<file path="src/rtl/dl_bus_pkg.sv">
// Shared types and constants for the DataLatch bus-cycle sequencer.
// Optional wait-state support is built when DL_BUS_WAIT_EN is defined.
package dl_bus_pkg;

    localparam int AW_DEF = 16;
    localparam int DW_DEF = 8;

    typedef enum logic [2:0] {
        ST_IDLE,
        ST_T1,
        ST_T2,
        ST_T3,
        ST_T4
    } state_t;

    typedef enum logic {
        OP_RD,
        OP_WR
    } op_t;

    typedef struct packed {
        logic mreq_n;
        logic rd_n;
        logic wr_n;
        logic db_oe;
        logic dl_control1;
        logic dl_control2;
    } strobe_t;

    localparam strobe_t STROBE_IDLE = '{
        mreq_n:      1'b1,
        rd_n:        1'b1,
        wr_n:        1'b1,
        db_oe:       1'b0,
        dl_control1: 1'b1,
        dl_control2: 1'b0
    };

endpackage

</file>
<file path="src/rtl/dl_bus_seq_fsm.sv">
// T-state sequencer: state/op registers, accept and next-state logic.
// With DL_BUS_WAIT_EN defined, wait_n stretches T3.
module dl_tstate_fsm
    import dl_bus_pkg::*;
(
    input  logic   clk,
    input  logic   rst_n,
`ifdef DL_BUS_WAIT_EN
    input  logic   wait_n,
`endif
    input  logic   req_rd,
    input  logic   req_wr,
    output state_t state,
    output op_t    op,
    output logic   accept,
    output logic   leave_t3
);

    state_t state_d;
    op_t    op_d;
    logic   t3_done;

`ifdef DL_BUS_WAIT_EN
    assign t3_done = wait_n;
`else
    assign t3_done = 1'b1;
`endif

    assign leave_t3 = (state == ST_T3) && t3_done;

    always_comb begin
        accept  = ((state == ST_IDLE) || (state == ST_T4))
                  && (req_rd || req_wr);
        state_d = state;
        op_d    = op;
        unique case (state)
            ST_IDLE,
            ST_T4: begin
                if (accept) begin
                    state_d = ST_T1;
                    // read wins a simultaneous request
                    op_d    = req_rd ? OP_RD : OP_WR;
                end else begin
                    state_d = ST_IDLE;
                end
            end
            ST_T1:   state_d = ST_T2;
            ST_T2:   state_d = ST_T3;
            ST_T3:   state_d = t3_done ? ST_T4 : ST_T3;
            default: state_d = ST_IDLE;
        endcase
    end

    always_ff @(posedge clk or negedge rst_n) begin
        if (!rst_n) begin
            state <= ST_IDLE;
            op    <= OP_RD;
        end else begin
            state <= state_d;
            op    <= op_d;
        end
    end

endmodule

</file>
<file path="src/rtl/dl_bus_seq.sv">
// Bus-cycle sequencer feeding the CPU DataLatch: 4-T-state M-cycles.
// Define DL_BUS_WAIT_EN to add the wait_n input (T3 stretch).
module dl_bus_seq
    import dl_bus_pkg::*;
#(
    parameter int AW = AW_DEF,
    parameter int DW = DW_DEF
) (
    input  logic          CLK,
    input  logic          nRESET,
`ifdef DL_BUS_WAIT_EN
    input  logic          wait_n,
`endif
    input  logic          req_rd,
    input  logic          req_wr,
    input  logic [AW-1:0] req_addr,
    input  logic [DW-1:0] res,
    input  logic [DW-1:0] bus_din,
    output logic [AW-1:0] addr_out,
    output logic          mreq_n,
    output logic          rd_n,
    output logic          wr_n,
    output logic          db_oe,
    output logic          dl_control1,
    output logic          dl_control2,
    output logic [DW-1:0] dl_q,
    output logic          rd_valid,
    output logic          busy,
    output logic          accept
);

    state_t  state;
    op_t     op;
    logic    leave_t3;
    strobe_t stb;

    dl_tstate_fsm u_fsm (
        .clk      (CLK),
        .rst_n    (nRESET),
`ifdef DL_BUS_WAIT_EN
        .wait_n   (wait_n),
`endif
        .req_rd   (req_rd),
        .req_wr   (req_wr),
        .state    (state),
        .op       (op),
        .accept   (accept),
        .leave_t3 (leave_t3)
    );

    always_comb begin
        stb = STROBE_IDLE;
        if (op == OP_RD) begin
            unique case (state)
                ST_T1, ST_T2, ST_T3: begin
                    stb.mreq_n      = 1'b0;
                    stb.rd_n        = 1'b0;
                    stb.dl_control1 = 1'b0;
                end
                default: ;
            endcase
        end else begin
            unique case (state)
                ST_T1: begin
                    stb.mreq_n      = 1'b0;
                    stb.dl_control2 = 1'b1;
                end
                ST_T2, ST_T3: begin
                    stb.mreq_n      = 1'b0;
                    stb.wr_n        = 1'b0;
                    stb.db_oe       = 1'b1;
                    stb.dl_control1 = 1'b0;
                end
                ST_T4: begin
                    stb.db_oe       = 1'b1;
                    stb.dl_control1 = 1'b0;
                end
                default: ;
            endcase
        end
    end

    assign mreq_n      = stb.mreq_n;
    assign rd_n        = stb.rd_n;
    assign wr_n        = stb.wr_n;
    assign db_oe       = stb.db_oe;
    assign dl_control1 = stb.dl_control1;
    assign dl_control2 = stb.dl_control2;
    assign rd_valid    = (state == ST_T4) && (op == OP_RD);
    assign busy        = (state != ST_IDLE);

    always_ff @(posedge CLK or negedge nRESET) begin
        if (!nRESET) begin
            addr_out <= '0;
            dl_q     <= '0;
        end else begin
            if (accept) begin
                addr_out <= req_addr;
            end
            // ALU result lands in DL at end of T1; read data at end of T3
            if ((state == ST_T1) && (op == OP_WR)) begin
                dl_q <= res;
            end else if (leave_t3 && (op == OP_RD)) begin
                dl_q <= bus_din;
            end
        end
    end

endmodule
</file>
<file path="config.mk">
export PLATFORM = sky130hd
export DESIGN_NAME = dl_bus_seq
export DESIGN_NICKNAME = d
export VERILOG_FILES = /design/src/rtl/dl_bus_pkg.sv /design/src/rtl/dl_bus_seq_fsm.sv /design/src/rtl/dl_bus_seq.sv
export SDC_FILE = /design/constraint.sdc
export NUM_CORES = 1
export LEC_CHECK = 0
export CORE_MARGIN = 8
export CORE_UTILIZATION = 30
export DETAILED_ROUTE_END_ITERATION = 8
export PLACE_DENSITY = 0.64
export SYNTH_ARGS = -nofsm -noshare
export SYNTH_HDL_FRONTEND = slang
export SYNTH_SLANG_ARGS = --single-unit
</file>
<file path="constraint.sdc">
create_clock -name CLK -period 3.1 [get_ports CLK]
set_clock_uncertainty 0.05 [all_clocks]
set_input_delay 0.62 -clock CLK [delete_from_list [all_inputs] [get_ports CLK]]
set_output_delay 0.62 -clock CLK [all_outputs]
set_load 0.1 [all_outputs]
</file>
# Yosys cells after proc, flatten, opt, wreduce, memory -nomap -nowiden
# Index checks and enable logic that the tools add are counted.
# op_classes
eq_ne	4
muxes	15
n_bitwise	1
reduce_logical	14
# op_table
operator	n
two-way mux 8 bit	2
one-hot mux 3 bit (4 select lines)	1
two-way mux 1 bit	9
equality test 3 x 2 -> 1 bit, second input constant	2
two-way mux 2 bit	3
OR reduction 3 bit	2
logical AND 1 bit	4
OR reduction 2 bit	2
equality test 3 x 1 -> 1 bit, second input constant	1
equality test 3 bit, second input constant	1
logical NOT 3 bit	1
nonzero test 3 bit	1
logical OR 1 bit	2
AND reduction 2 bit	1
nonzero test 2 bit	1
inverter 1 bit	1
# totals
ff_bits	28
in_bits	36
output_inout_bits	33
elab_cells	38

# Longest topological paths before layout
# Gate-level depths: netlist of run 1.
# logic_depth
ltp_word	5
mapped_depth	6
mapped_depth_nobuf	3

# Hierarchy
# Synthesis of run 1 repeated with hierarchy kept, for this count alone.
# unflattened
cells_unflattened	98
hier_area_um2	1242.4
# modules_own_cells
mod	n_inst	cells_each	area_each_um2	seq_area_each_um2
dl_bus_seq	1	83	1078.5	600.6
dl_tstate_fsm	1	15	163.9	100.1

# Worst setup path after synthesis of run 1
# No wires, ideal clock.
# synth_timing
path_kind	reg-to-output
start	register u_fsm.op
end	output port dl_control1
arrival_time_ns	2.370
required_ns	2.430
slack_ns	0.060
stages_incl_launch_ff	4
path_buffers	0
cell_sequence	dfrtp_1 -> clkinv_1 -> a21oi_1 -> a2bb2oi_1
# synth_via
elab_chain_len	1
# synth_lines
element	line	text
start: declaration	dl_bus_seq_fsm.sv:14	output op_t op,
start signal: assignment	dl_bus_seq_fsm.sv:60	op <= op_d;
two-way mux 1 bit	dl_bus_seq.sv:53	if (op == OP_RD) begin
end: declaration	dl_bus_seq.sv:24	output logic dl_control1,
# Every way passes these cells.

# Worst setup path after layout of run 1
# layout_timing
start	register u_fsm.state[1]
end	output port dl_control2
# layout_via
elab_chain_len	3
# layout_lines
element	line	text
start: declaration	dl_bus_seq_fsm.sv:13	output state_t state,
start signal: assignment	dl_bus_seq_fsm.sv:59	state <= state_d;
equality test 3 x 1 -> 1 bit	dl_bus_seq.sv:63	unique case (state)
two-way mux 1 bit	dl_bus_seq.sv:63	
two-way mux 1 bit	dl_bus_seq.sv:53	
end: declaration	dl_bus_seq.sv:25	output logic dl_control2,
# Every way passes these cells.

==> results.md, run 1 <==
* Longest Clk Path Bufs at 2
* Number of antenna-violating nets in the routed design at 0
* Maximum number of pins on one net before global-route repair at 29
* Largest area contributor in the netlist: sky130_fd_sc_hd__dfrtp_1
* Top achievable clock speed at 0.401 GHz
* Total clock buffers created by CTS at 3
* Number of buffers inserted by hold repair at cts at 0
* Core Footprint at 4380 sq um
* Share of the synthesized area in the top cell type at 0.511
* Routed length per instance at 16.6 um
* Fin crit period at 2.49 ns
* Clk Latency, worst-skew pair at 0.27 ns
* Clock Pin Slew Worst Setup and Hold Paths at 0.09 ns
* Die ar. at 6990 sq um
* Final estimated routing congestion in global placement at 0.706
* Post-detail-place hpwl at 3.03 mm
* Post-synthesis cell count at 117
* DRT Wirelength at 3.88 mm
* Post-CTS resize count at 0
* Cell depth of the worst hold path at 1
* Count of buffers inserted at the top-level ports at 68
* Portion of the clock cycle consumed by the worst path in the final layout at 0.805
* Run status: complete, no violations
* Total GRT Usage at 0.107
* Cell chain of the critical path: nand4bb_1, inv_1, buf_12
* Count of final max-slew check failures at 0
* Vias at 1134
* Number of storage elements in the synthesis netlist at 28
* Number of setup violations in the final report at 0
* Accumulated negative setup slack at 0 ns
* Number of library cell types mapped by synthesis at 25
* Layout overhead on the synthesized area at 50.1%
* Starting DRC count in detailed routing at 42
* Global-route wire length before repair at 6.34 mm
* Main area contributors after synthesis: sky130_fd_sc_hd__dfrtp_1 51%, sky130_fd_sc_hd__mux2_4 8.8%, sky130_fd_sc_hd__mux2_2 6.6%, sky130_fd_sc_hd__o2bb2ai_1 5.1%, sky130_fd_sc_hd__nor2_1 4.7%
* Relative max-transition margin at 0.322
* Portion of the post-synthesis area used by sequential elements at 0.511
* Summed instance area of the synthesized netlist at 1370 sq um
* Transition time at the pin with the least slew margin at 1.01 ns
* Vias per cell at 4.85
* Average size of a mapped cell at 11.7 sq um
* Number of search-and-repair iterations in the first detailed-routing pass at 4
* Residual DRC at 0
* GRT Residual Overflow at 0
* Fin nets at 220
* Total clock sinks at 28
* # diodes at 0
* Share of final-layout standard cells stronger than drive strength 1 at 0.319
* Number of core rows at 24
* H-tree depth at 1
* Total nets after synthesis at 153
* Post-CTS Setup Bufs at 0
* Unrepaired setup endpoints after global routing: false
* Warnings, synthesis at 0
* I/O pin count at 69
* Initial antenna violation count at 0
* Initial core utilization at 0.313
* Crit-path slowest cell: sky130_fd_sc_hd__dfrtp_1
* Final hold violations at 0
* Top fanout value on the critical path at 15
* Hold Crit Class: reg -> reg
* Clock tree from TritonCTS: built
* Vertical extent of the die at 83.6 um
* Critical path arrival at 1.82 ns
* Class of the most critical setup path: reg -> out
* Vias in the first global route at 1353
* Chip Width at 83.6 um
* Worst R2R Path Depth at 3
* Kind of end point of the critical path: primary output
* Number of max-capacitance violations reported at 0
* Worst hold slack after final layout at 0.474 ns
* Root buf cell: sky130_fd_sc_hd__clkbuf_8
* Category of the worst setup path launch point: flop
* Crit-path max cell delay at 0.58 ns
* Worst EP required at 2.43 ns
-- metrics by stage --
stage,instances,setup slack (ns),utilization,area (sq um)
2_1_floorplan,117,0.0596,-,1370
6_report,234,0.605,0.469,2060
5_1_grt,234,0.455,0.469,2060
3_5_place_dp,231,0.891,0.460,2020
4_1_cts,234,0.569,0.469,2060
3_3_place_gp,231,0.900,0.460,2020
-- metal layers --
| metal | GRT usage | part of all wire |
|---|---|---|
| met5 | 0 | 0 |
| met3 | 0.0518 | 0.10 |
| met4 | 0.0330 | 0.0054 |
| met2 | 0.175 | 0.47 |
| met1 | 0.120 | 0.42 |
-- registers in the layout, indices dropped and copies added (netlist names) --
register and cells:
addr_out 16, dl_q 8, u_fsm.state 3, u_fsm.op 1
-- final timing paths --
path                                startpoint           to  slack, ns
worst max-delay path            u_fsm.state[1]  dl_control2       0.61
worst min-delay path               addr_out[1]  addr_out[1]       0.47
worst max register to register  u_fsm.state[0]      dl_q[6]       1.17
worst min register to register     addr_out[1]  addr_out[1]       0.47
max in group asynchronous               nRESET     u_fsm.op       2.05
min in group asynchronous               nRESET  addr_out[0]       0.67
-- layout make-up --
class                   count  area (sq um)
fillers                   403          2330
flip-flops and latches     28           701
repair buffers             71           658
multi-input cells          77           582
well taps                  52          65.1
clock buffers               3          41.3
inverters                   3          11.3
-- cells by family (layout without fill, tap and decap cells) --
| kind of cell | after synthesis | in the layout | share of synthesized area |
|---|---|---|---|
| simple gates | 29 | 29 | 0.107 |
| compound gates | 31 | 31 | 0.158 |
| xor+xnor | 1 | 1 | 0.00639 |
| buf+inv | 12 | 77 | 0.0648 |
| flops | 28 | 28 | 0.511 |
| mux | 16 | 16 | 0.153 |
-- cells in the final DEF, fill, tap and decap left out, drive strengths merged --
cell / n
a211oi: 8
a21o: 1
a21oi: 11
a2bb2oi: 1
and2: 2
and3: 1
buf: 36
clkbuf: 3
clkdlybuf4s50: 35
clkinv: 1
dfrtp: 28
inv: 2
mux2: 16
nand2: 1
nand4bb: 1
nor2: 18
nor2b: 2
o21a: 2
o2bb2ai: 8
or2: 2
or3: 2
xnor2: 1
-- cell usage after synthesis --
| cell type | number |
|---|---|
| sky130_fd_sc_hd__a211oi_1 | 8 |
| sky130_fd_sc_hd__a21o_1 | 1 |
| sky130_fd_sc_hd__a21oi_1 | 11 |
| sky130_fd_sc_hd__a2bb2oi_1 | 1 |
| sky130_fd_sc_hd__and2_1 | 2 |
| sky130_fd_sc_hd__and3_1 | 1 |
| sky130_fd_sc_hd__buf_2 | 2 |
| sky130_fd_sc_hd__buf_6 | 4 |
| sky130_fd_sc_hd__buf_8 | 1 |
| sky130_fd_sc_hd__clkbuf_1 | 2 |
| sky130_fd_sc_hd__clkinv_1 | 1 |
| sky130_fd_sc_hd__dfrtp_1 | 28 |
| sky130_fd_sc_hd__inv_1 | 2 |
| sky130_fd_sc_hd__mux2_2 | 8 |
| sky130_fd_sc_hd__mux2_4 | 8 |
| sky130_fd_sc_hd__nand2_1 | 1 |
| sky130_fd_sc_hd__nand4bb_1 | 1 |
| sky130_fd_sc_hd__nor2_1 | 17 |
| sky130_fd_sc_hd__nor2_4 | 1 |
| sky130_fd_sc_hd__nor2b_1 | 2 |
| sky130_fd_sc_hd__o21a_1 | 2 |
| sky130_fd_sc_hd__o2bb2ai_1 | 8 |
| sky130_fd_sc_hd__or2_2 | 2 |
| sky130_fd_sc_hd__or3_1 | 2 |
| sky130_fd_sc_hd__xnor2_1 | 1 |
-- critical path: cells and delay by family (launching register included) --
kind	cells	cell delay [ns]
buffers and inverters	2	0.42
and+or+nand+nor	1	0.55
DFF	1	0.58
Power of run 1 is left out: the tool's default activity adds up to more than one toggle a clock period on the data nets, which glitch-free logic cannot reach.
==> run 2: changes to the inputs <==
clock period = 2.45 ns   (was 3.1 ns; I/O delays follow)
==> run 2 against run 1 <==
  * Critical path depth is 1 higher
  * Die area stayed put
  * Wire length is 0.28% higher
  * Worst setup slack worse by 0.42 ns
  * Register-to-register slack worse by 0.52 ns
  * Core utilization is 3.1 points higher
  * Cell count is 1.7% higher
  * Sequential share of layout area is 2.1 points lower
  * Hold slack worse by 0.0061 ns
  * Critical path type unchanged
  * Highest routed layer unchanged
==> results.md, run 2 (same netlist as run 1, synthesis figures left out) <==
* Max reg flops at 16
* Core Footprint at 4380 sq um
* End of the worst register-to-register path: addr_out[5]
* Cell class contributing the biggest share of worst-path delay: buffers and inverters
* GRT Residual Overflow at 0
* Register ranked first by flip-flop count: addr_out
* Reg-to-Reg Start: u_fsm.state[1]
* Crit-path max cell delay at 0.47 ns
* Worst R2R Path Depth at 4
* Worst reg2reg setup slack at 0.65 ns
* # diodes at 0
* Count of final max-slew check failures at 0
* Initial core utilization at 0.313
* Longest Clk Path Bufs at 2
* Total clock buffers created by CTS at 3
* Top Registers: addr_out x16, dl_q x8, u_fsm.state x3
* Post-CTS resize count at 0
* Buffers plus inverters on the worst setup path at 2
* Accumulated negative setup slack at 0 ns
* Cell chain of the critical path: clkinv_1, a21oi_1, a2bb2oi_2, buf_12
* Critical path arrival at 1.72 ns
* Worst EP required at 1.91 ns
* Class of the most critical setup path: reg -> out
* Number of core rows at 24
* Number of max-capacitance violations reported at 0
* Category of the worst setup path launch point: flop
* Residual DRC at 0
* Vertical extent of the die at 83.6 um
* Run status: complete, no violations
* Portion of the clock cycle consumed by the worst path in the final layout at 0.924
* Routed length per instance at 16.3 um
* Vias per cell at 4.89
* Highest-count cells in the layout ignoring fill and taps: 35 x sky130_fd_sc_hd__clkdlybuf4s50_1, 30 x sky130_fd_sc_hd__buf_4, 28 x sky130_fd_sc_hd__dfrtp_1, 17 x sky130_fd_sc_hd__nor2_1, 11 x sky130_fd_sc_hd__a21oi_1
* Leading cell type in the layout, fill and taps excluded: sky130_fd_sc_hd__clkdlybuf4s50_1
* Unrepaired setup endpoints after global routing: false
* Top achievable clock speed at 0.442 GHz
* Filler cell count in the final layout at 390
* Fin nets at 223
* Relative max-transition margin at 0.647
* Share of final-layout standard cells stronger than drive strength 1 at 0.339
* Transition time at the pin with the least slew margin at 0.530 ns
* Layout overhead on the synthesized area at 59.9%
* Final hold violations at 0
* Hold path endpoint: addr_out[15]
* Vias at 1164
* Fin crit period at 2.26 ns
* I/O pin count at 69
* Post-CTS Setup Bufs at 0
* Chip Width at 83.6 um
* Number of search-and-repair iterations in the first detailed-routing pass at 4
* Starting DRC count in detailed routing at 36
* H-tree depth at 1
* Post-detail-place hpwl at 3.06 mm
* Kind of end point of the critical path: primary output
* Clk Latency, worst-skew pair at 0.27 ns
* Global-route wire length before repair at 6.39 mm
* DRT Wirelength at 3.89 mm
* Crit-path slowest cell: sky130_fd_sc_hd__dfrtp_1
* Number of setup violations in the final report at 0
* FF/Latch Area at 701 sq um
* Total clock sinks at 28
* Count of buffers inserted at the top-level ports at 68
* Final estimated routing congestion in global placement at 0.762
* Total GRT Usage at 0.108
* Top fanout value on the critical path at 10
* Maximum number of pins on one net before global-route repair at 29
* Hold Crit Class: reg -> reg
* Number of buffers inserted by hold repair at cts at 0
* Min-Delay Startpoint: addr_out[15]
* Die ar. at 6990 sq um
* Cell depth of the worst hold path at 1
* Initial antenna violation count at 0
* Total area of multi-input combinational cells at 588 sq um
* Number of antenna-violating nets in the routed design at 0
* Clock Pin Slew Worst Setup and Hold Paths at 0.10 ns
* Vias in the first global route at 1378
* Root buf cell: sky130_fd_sc_hd__clkbuf_8
* Clock tree from TritonCTS: built
-- run 2: cell count changes in the layout (fill, tap and decap cells not counted) --
cell / previous run / this run
sky130_fd_sc_hd__buf_12: 3 / 9
sky130_fd_sc_hd__a2bb2oi_2: 0 / 1
sky130_fd_sc_hd__buf_4: 33 / 30
sky130_fd_sc_hd__bufinv_16: 0 / 1
sky130_fd_sc_hd__a2bb2oi_1: 1 / 0
-- run 2: final cells by class --
type                            instances  share of cell area
Sequential cell                        28               0.320
Timing Repair Buffer                   74               0.345
Tap cell                               52              0.0297
Clock buffer                            3              0.0188
Clock inverter                          1              0.0137
Inverter                                3             0.00514
Multi-Input combinational cell         77               0.268
-- run 2: worst max path at each step --
stage,startpoint,to,slack (ns),depth (start not counted)
after floorplan,u_fsm.op,dl_control1,0.24,3
after global placement,req_wr,accept,0.50,3
after detailed placement,u_fsm.op,dl_control1,0.47,4
after CTS,u_fsm.op,dl_control1,0.16,4
after global routing,u_fsm.op,dl_control1,0.06,4
final,u_fsm.op,dl_control1,0.19,4
-- run 2: through the flow --
| step | utilization | area, sq um | hold slack (ns) | std cells | setup slack, ns |
|---|---|---|---|---|---|
| 2_1_floorplan | - | 1380 | 0.144 | 117 | 0.239 |
| 3_3_place_gp | 0.484 | 2120 | 0.443 | 234 | 0.497 |
| 3_5_place_dp | 0.484 | 2120 | 0.449 | 234 | 0.472 |
| 4_1_cts | 0.500 | 2190 | 0.474 | 238 | 0.165 |
| 5_1_grt | 0.500 | 2190 | 0.488 | 238 | 0.0648 |
| 6_report | 0.500 | 2190 | 0.468 | 238 | 0.187 |
-- run 2: metal layers --
layer	vias to the layer above	track usage	wire length, um
li1	549	-	-
met1	560	0.112	1550
met2	51	0.189	1910
met3	4	0.0508	394
met4	0	0.0283	34
met5	-	0	0
Power of run 2 is left out for the same reason.
==> run 3: changes to the inputs <==
clock period = 2.1 ns   (was 2.45 ns; I/O delays follow)
==> run 3 against run 2 <==
  * Worst setup slack got worse by 0.080 ns
  * Critical path depth did not move
  * First-iteration DRC count rose by 39%
  * Die area did not move
  * Sequential share of layout area fell by 0.25 points
  * Design area rose by 0.80%
  * Non-clock buffer count rose by 3
  * Critical path type unchanged
==> results.md, run 3 (same netlist as run 1, synthesis figures left out) <==
* Residual DRC at 0
* Class of the most critical setup path: reg -> out
* Post-detail-place hpwl at 3.04 mm
* Total clock buffers created by CTS at 3
* Clk Latency, worst-skew pair at 0.27 ns
* Accumulated negative setup slack at 0 ns
* Final Worst Setup Slack at 0.108 ns
* Total GRT Usage at 0.111
* Portion of the clock cycle consumed by the worst path in the final layout at 0.949
* Crit-path max cell delay at 0.49 ns
* Vertical extent of the die at 83.6 um
* Number of search-and-repair iterations in the first detailed-routing pass at 4
* Hold Crit Class: in -> async
* Worst slack, placed at 0.178 ns
* Fin crit period at 1.99 ns
* Crit-path slowest cell: sky130_fd_sc_hd__dfrtp_1
* Worst reg2reg setup slack at 0.45 ns
* Total area of multi-input combinational cells at 599 sq um
* Fin nets at 226
* I/O pin count at 69
* Starting DRC count in detailed routing at 50
* Number of setup violations in the final report at 0
* Highest-count cells in the layout ignoring fill and taps: 35 x sky130_fd_sc_hd__clkdlybuf4s50_1, 33 x sky130_fd_sc_hd__buf_4, 28 x sky130_fd_sc_hd__dfrtp_1, 17 x sky130_fd_sc_hd__nor2_1, 11 x sky130_fd_sc_hd__a21oi_1
* Cell chain of the critical path: nor2_4, and2_1, o21a_1, buf_12
* Reg-to-Reg Start: u_fsm.state[0]
* End of the worst register-to-register path: addr_out[6]
* Clock Pin Slew Worst Setup and Hold Paths at 0.10 ns
* Core Footprint at 4380 sq um
* Critical path arrival at 1.52 ns
* Clock tree from TritonCTS: built
* Register ranked first by flip-flop count: addr_out
* Max reg flops at 16
* Count of final max-slew check failures at 0
* Post-Route Utilization at 0.504
* Share of final-layout standard cells stronger than drive strength 1 at 0.349
* Unrepaired setup endpoints after global routing: false
* GRT Residual Overflow at 0
* Category of the worst setup path launch point: flop
* Worst EP required at 1.63 ns
* Vias in the first global route at 1375
* Run status: complete, no violations
* Post-CTS Setup Bufs at 0
* Top achievable clock speed at 0.502 GHz
* Filler cell count in the final layout at 393
* Top fanout value on the critical path at 8
* Routed length per instance at 16.0 um
* Relative max-transition margin at 0.759
* Top Registers: addr_out x16, dl_q x8, u_fsm.state x3
* Number of antenna-violating nets in the routed design at 0
* Vias per cell at 4.81
* Worst R2R Path Depth at 4
* Post-CTS resize count at 0
* Number of core rows at 24
* Maximum number of pins on one net before global-route repair at 29
* Initial core utilization at 0.313
* Final estimated routing congestion in global placement at 0.714
* Total clock sinks at 28
* Initial antenna violation count at 0
* Vias at 1160
* Root buf cell: sky130_fd_sc_hd__clkbuf_8
* Transition time at the pin with the least slew margin at 0.362 ns
* Final hold violations at 0
* Die ar. at 6990 sq um
* Number of max-capacitance violations reported at 0
* DRT Wirelength at 3.85 mm
* Chip Width at 83.6 um
* H-tree depth at 1
* Layout overhead on the synthesized area at 61.1%
* # diodes at 0
* Count of buffers inserted at the top-level ports at 68
* Leading cell type in the layout, fill and taps excluded: sky130_fd_sc_hd__clkdlybuf4s50_1
* Kind of end point of the critical path: primary output
* Number of buffers inserted by hold repair at cts at 0
* Global-route wire length before repair at 6.62 mm
* FF/Latch Area at 701 sq um
* Longest Clk Path Bufs at 2
run 3: cell types whose count changed in the layout (fill, tap and decap cells not counted), sizes merged:
cell and delta:
buf +3, clkbuf +1, bufinv -1
run 3: worst max-delay path by stage:
stage                         startpoint      endpoint  slack [ns]  cells after the start
final                     u_fsm.state[0]         db_oe        0.11                      4
after CTS                 u_fsm.state[0]         db_oe        0.08                      4
after floorplan           u_fsm.state[0]         db_oe         0.1                      4
after detailed placement          req_wr   addr_out[6]        0.18                      4
after global routing      u_fsm.state[0]         db_oe       0.002                      4
after global placement            req_wr  addr_out[12]        0.22                      4
run 3: area by class of cell:
class / count / area share
clock buffer: 4 / 0.0249
inverter: 3 / 0.00510
multi-input combinational: 77 / 0.271
sequential: 28 / 0.317
tap: 52 / 0.0294
timing repair buffer: 77 / 0.352
run 3: through the flow:
stage / instances / hold WS (ns) / instance area (sq um)
after CTS: 241 / 0.471 / 2210
after global routing: 241 / 0.489 / 2210
after detailed placement: 237 / 0.448 / 2150
after floorplan: 117 / 0.0744 / 1390
after global placement: 237 / 0.444 / 2150
final: 241 / 0.461 / 2210
run 3: per-layer routing:
metal | global-route usage | wire length, um
met5 | 0 | 0
met4 | 0.0204 | 0
met3 | 0.0449 | 336
met2 | 0.188 | 1910
met1 | 0.128 | 1600
run 3: worst max-delay path: cells and delay by family, from the launching register on:
family          cells  cell delay, ns
compound gates      1            0.18
flops               1            0.49
simple gates        2            0.40
buf+inv             1            0.18
Power of run 3 is left out for the same reason.
